===== config.mk =====
export PLATFORM = sky130hd
export DESIGN_NAME = pc_gen
export DESIGN_NICKNAME = d
export VERILOG_FILES = /design/src/rtl/pc_gen_pkg.sv /design/src/rtl/pc_gen.sv
export SDC_FILE = /design/constraint.sdc
export NUM_CORES = 1
export LEC_CHECK = 0
export ABC_AREA = 1
export BUFFER_PORTS_ARGS = -buffer_cell sky130_fd_sc_hd__buf_2
export CORE_ASPECT_RATIO = 0.6
export CORE_MARGIN = 8
export CORE_UTILIZATION = 48
export CTS_CLUSTER_DIAMETER = 30
export DETAILED_ROUTE_END_ITERATION = 16
export PLACE_DENSITY = 0.75
export SETUP_SLACK_MARGIN = 0.2
export SKIP_CTS_REPAIR_TIMING = 1
export SLEW_MARGIN = 30
export SYNTH_ARGS = -nofsm -noshare
export SYNTH_HDL_FRONTEND = slang
export SYNTH_SLANG_ARGS = --single-unit

===== constraint.sdc =====
create_clock -name clk -period 1.4 [get_ports clk]
set_input_delay 0.21 -clock clk [delete_from_list [all_inputs] [get_ports clk]]
set_output_delay 0.21 -clock clk [all_outputs]
set_load 0.01 [all_outputs]

===== src/rtl/pc_gen_pkg.sv =====
// Shared cpu package for the fetch PC generator.
// Holds the state encoding and the default reset/exception vectors.
package pc_gen_pkg;

    typedef enum logic [0:0] {
        StRun  = 1'b0,
        StPend = 1'b1
    } pc_state_e;

    localparam logic [31:0] DefResetVec = 32'h0000_3000;
    localparam logic [31:0] DefExcVec   = 32'h0000_4180;
    localparam int unsigned DefStep     = 4;

endpackage


===== src/rtl/pc_gen.sv =====
// Fetch PC generator with exception/eret priority and stall-tolerant redirect holding.
// Define PC_ALIGN_CHECK_EN to add the registered misalign output and the auto-trap on misaligned PCs.
module pc_gen
    import pc_gen_pkg::*;
#(
    parameter int unsigned WIDTH     = 32,
    parameter logic [31:0] RESET_VEC = DefResetVec,
    parameter logic [31:0] EXC_VEC   = DefExcVec,
    parameter int unsigned STEP      = DefStep
) (
    input  logic             clk,
    input  logic             reset,
    input  logic             en,
    input  logic             br_valid,
    input  logic [WIDTH-1:0] br_target,
    input  logic             exc_req,
    input  logic             eret_req,
    input  logic [WIDTH-1:0] epc,
`ifdef PC_ALIGN_CHECK_EN
    output logic             misalign,
`endif
    output logic [WIDTH-1:0] pc,
    output logic             pend
);

    localparam logic [WIDTH-1:0] ResetVecW = WIDTH'(RESET_VEC);
    localparam logic [WIDTH-1:0] ExcVecW   = WIDTH'(EXC_VEC);
    localparam logic [WIDTH-1:0] StepW     = WIDTH'(STEP);

    pc_state_e        state_q, state_d;
    logic [WIDTH-1:0] pc_q, pc_d;
    logic [WIDTH-1:0] tgt_q, tgt_d;
    logic             take_exc;

`ifdef PC_ALIGN_CHECK_EN
    logic misalign_q, misalign_d;

    // A misaligned PC traps on the following edge exactly like exc_req.
    assign take_exc   = exc_req | misalign_q;
    assign misalign_d = ~take_exc & (|pc_d[1:0]);
    assign misalign   = misalign_q;

    always_ff @(posedge clk or negedge reset) begin
        if (!reset) begin
            misalign_q <= 1'b0;
        end else begin
            misalign_q <= misalign_d;
        end
    end
`else
    assign take_exc = exc_req;
`endif

    always_comb begin
        state_d = state_q;
        pc_d    = pc_q;
        tgt_d   = tgt_q;
        if (take_exc) begin
            pc_d    = ExcVecW;
            state_d = StRun;
            tgt_d   = '0;
        end else if (eret_req) begin
            pc_d    = epc;
            state_d = StRun;
            tgt_d   = '0;
        end else begin
            unique case (state_q)
                StRun: begin
                    if (br_valid) begin
                        if (en) begin
                            pc_d = br_target;
                        end else begin
                            tgt_d   = br_target;
                            state_d = StPend;
                        end
                    end else if (en) begin
                        pc_d = pc_q + StepW;
                    end
                end
                StPend: begin
                    if (en) begin
                        pc_d    = br_valid ? br_target : tgt_q;
                        state_d = StRun;
                    end else if (br_valid) begin
                        // Newest redirect wins while the stall lasts.
                        tgt_d = br_target;
                    end
                end
                default: state_d = StRun;
            endcase
        end
    end

    always_ff @(posedge clk or negedge reset) begin
        if (!reset) begin
            state_q <= StRun;
            pc_q    <= ResetVecW;
            tgt_q   <= '0;
        end else begin
            state_q <= state_d;
            pc_q    <= pc_d;
            tgt_q   <= tgt_d;
        end
    end

    assign pc   = pc_q;
    assign pend = (state_q == StPend);

endmodule


==> flow_summary.ini <==
[cells_and_area]
fillers = 670
multi_input_area_um2 = 2995
area_growth_pct = 59.45
num_antenna_cells = 0
regArea_um2 = 1642
drive_gt1_share_pct = 40.62
nets = 1009

[synthesis]
synth_largest_area_cell = dfrtp_1
async_reset_ff_share_pct = 100.0
synth_warnings = 0
yosysSeqAreaShare_pct = 35.87
ys_top_cells_by_area = dfrtp_1, nand2_1, o21ai_0, nor2_1, inv_1
syn_area_um2 = 4542
yosysMostFrequentCell = nand2_1
avgSynthCellArea_um2 = 6.308
syn-num-nets = 791
synthDistinctLibCells = 35
yosys-top-cells-count = nand2_1, o21ai_0, nor2_1, inv_1, dfrtp_1
synth_cells = 720
synth_top_area_share_pct = 34.71
synth_edf_count = 0
synth_seq_cells = 65
synth_top_flop_cell = dfrtp_1

[global_route]
grt_remaining_overflow = 0
antenna_found_initial = 0
grt_pass1_wl_um = 29010
grt_pass1_vias = 5519
grtUsageTotal_pct = 28.20
grt_max_degree = 66

[pwr]
total_power_mw = 5.783
p_per_area_nw_per_um2 = 798.5
pwr-share-clk_pct = 36.0
switching_share_pct = 32.84
leakagePower_nw = 3.517
irDropWorstVdd_uv = 773.9
p_int_mw = 3.883
p_sw_mw = 1.899
combPwrFrac_pct = 27.2
seqPwrFrac_pct = 36.7

[timing]
rsz0062_at_grt = yes
whs_ns = 0.1100
maxSlewViolCount = 0
min_period_over_period_pct = 124.1
slew_headroom_pct = 61.18
fin_skew_ns = 0.006654
fin_ws_ns = -0.3381
finalCriticalPeriod_ns = 1.738
setup_violations = 53
hold_viol = 0
tightest_slew_ns = 0.5762
clock.fmax_mhz = 575.4

[job]
max_cap_violations = 0

[hold_path]
min_path_cells = 3
min_to = pc[17]$_DFFE_PN0P_
hold_path.class = in -> reg
holdCritStartpoint = epc[17]

[die]
die_x_um = 141.6
num_rows = 27
die_y_um = 91.35
dieArea_um2 = 12930
core_area_um2 = 9189
io_pins = 103
start_util_pct = 49.43

[drt]
drt_first_pass_iters = 6
vias_per_cell = 5.697
ant_nets = 0
drc = 0
num_vias = 6113
wl_per_cell_um = 19.06
drt-initial-drc-count = 837
routed_wl_um = 20450

[critical_path]
r2r_cells = 10
r2r_end = pc[16]$_DFFE_PN0P_
cpLargestDelayFamily = simple AND/OR/NAND/NOR gates
worst_setup_path_end_kind = register
critPathKind = reg -> reg
rr_startpoint = pc[2]$_DFFE_PN0P_
cpMaxStageDelayCell = dfrtp_2
crit_required_ns = 1.66
max_stage_delay_ns = 0.40
crit_path_max_fanout = 4
path_buf_inv = 2
path_cells = ha_4 -> nand2_4 -> nor2_4 -> nand2_4 -> buf_6 -> nor2_4 -> buf_4 -> xor2_1 -> a21oi_1 -> o21ai_1
rrSetupSlack_ns = -0.34
startpoint_type = register
cp.arrival_ns = 2.00

[placed_design]
hpwl_um = 14080
gp_congestion = 0.9421
portBuffers = 102

[clock_tree]
cts_root_buffer = clkbuf_16
cts_tree = yes
clock_sinks = 65
cts_buffer_depth = 2
cts_buffers = 9
cts_max_level = 3
clock_latency_ns = 0.34
clkTransAtPathRegs_ns = 0.06

[outcome]
violations = setup timing
status = complete, but fails checks
[sequential cells by signal, summed over array words and instances, names as in the netlist]
register  flops
pc           32
pend          1
tgt_q        32
[final cells by class]
type | count | share of cell area, %
multi-input cells | 552 | 41.36
repair buffers | 239 | 26.14
flip-flops and latches | 65 | 22.67
inverters | 71 | 3.922
clock buffers | 11 | 3.214
well taps | 130 | 2.246
clock inverters | 5 | 0.4492
[kinds of logic after synthesis]
group / synth area share, %
adder cells (fa/ha/maj): 0.2754
AND/OR/NAND/NOR: 35.56
buffers and inverters: 8.981
flip-flops: 35.87
AO/OA/AOI/OAI: 18.35
XOR/XNOR: 0.9644
[worst reg2reg max path: stages (launching register included)]
cell and delay, ns:
dfrtp_2 0.40, ha_4 0.17, nand2_4 0.06, nor2_4 0.15, nand2_4 0.09, buf_6 0.12, nor2_4 0.14, buf_4 0.13
xor2_1 0.15, a21oi_1 0.10, o21ai_1 0.16
[placed cells by master, fill, tap and decap left out, types with 2 or more instances in the layout]
cell type	Yosys	layout
nand2_1	258	227
buf_2	14	95
buf_4	1	91
inv_1	68	63
nor2_1	80	57
dfrtp_1	63	53
o21ai_1	2	43
buf_6	0	35
o21ai_0	90	32
nand3_1	35	28
nor2_4	5	23
nand2_2	3	22
a21oi_1	24	21
o21ai_2	1	17
nand2_4	0	12
clkbuf_16	0	12
nor2_2	5	10
dfrtp_2	0	10
buf_12	0	9
nand3_2	1	7
inv_2	3	6
o211ai_1	6	6
o22ai_1	10	6
a221oi_1	5	5
buf_8	0	5
o22ai_2	0	4
nand4_1	4	4
a22oi_2	0	3
xor2_1	3	3
or2_2	3	3
a21oi_2	0	3
clkinvlp_4	0	3
xnor2_1	2	2
o21bai_1	2	2
a31oi_1	2	2
clkbuf_1	16	2
clkinv_2	0	2
dfstp_2	2	2
[worst max-delay path by stage]
stage	end	from	cells past startpoint
final	pc[16]$_DFFE_PN0P_	pc[2]$_DFFE_PN0P_	10
after global routing	pc[20]$_DFFE_PN0P_	pc[2]$_DFFE_PN0P_	13
after CTS	pc[31]$_DFFE_PN0P_	pc[13]$_DFFE_PN1P_	11
after detailed placement	pc[20]$_DFFE_PN0P_	pc[3]$_DFFE_PN0P_	13
after global placement	pc[20]$_DFFE_PN0P_	pc[10]$_DFFE_PN0P_	12
after floorplan	pc[20]$_DFFE_PN0P_	pc[13]$_DFFE_PN1P_	11
[layer usage]
metal  wire [um]  share of wire [%]  global-route usage, %
met1        8686                 42                  42.53
met2        8628                 42                  38.69
met3        2744                 13                  8.307
met4         393                1.9                  4.800
met5           0                  0                      0
[power by group through the flow]
stage	combinational, mW	clock (mW)	sequential, mW
after global routing	1.69	2.16	2.13
after global placement	1.27	0	2.12
after floorplan	0.526	0	2.18
after CTS	1.30	2.08	2.10
after detailed placement	1.29	0	2.13
final	1.58	2.08	2.12
[stage by stage]
stage	instances	utilization, %	worst slack, ns	cell area [um^2]	TNS, ns
2_1_floorplan	720	-	-0.07020	4693	-0.6076
3_3_place_gp	1026	65.89	-0.2516	6055	-3.157
3_5_place_dp	1026	65.89	-0.2496	6055	-4.529
4_1_cts	1042	68.78	-0.2601	6320	-5.055
5_1_grt	1073	78.81	-0.4159	7242	-11.57
6_report	1073	78.81	-0.3381	7242	-8.262
Power figures use the tool's default switching activity.
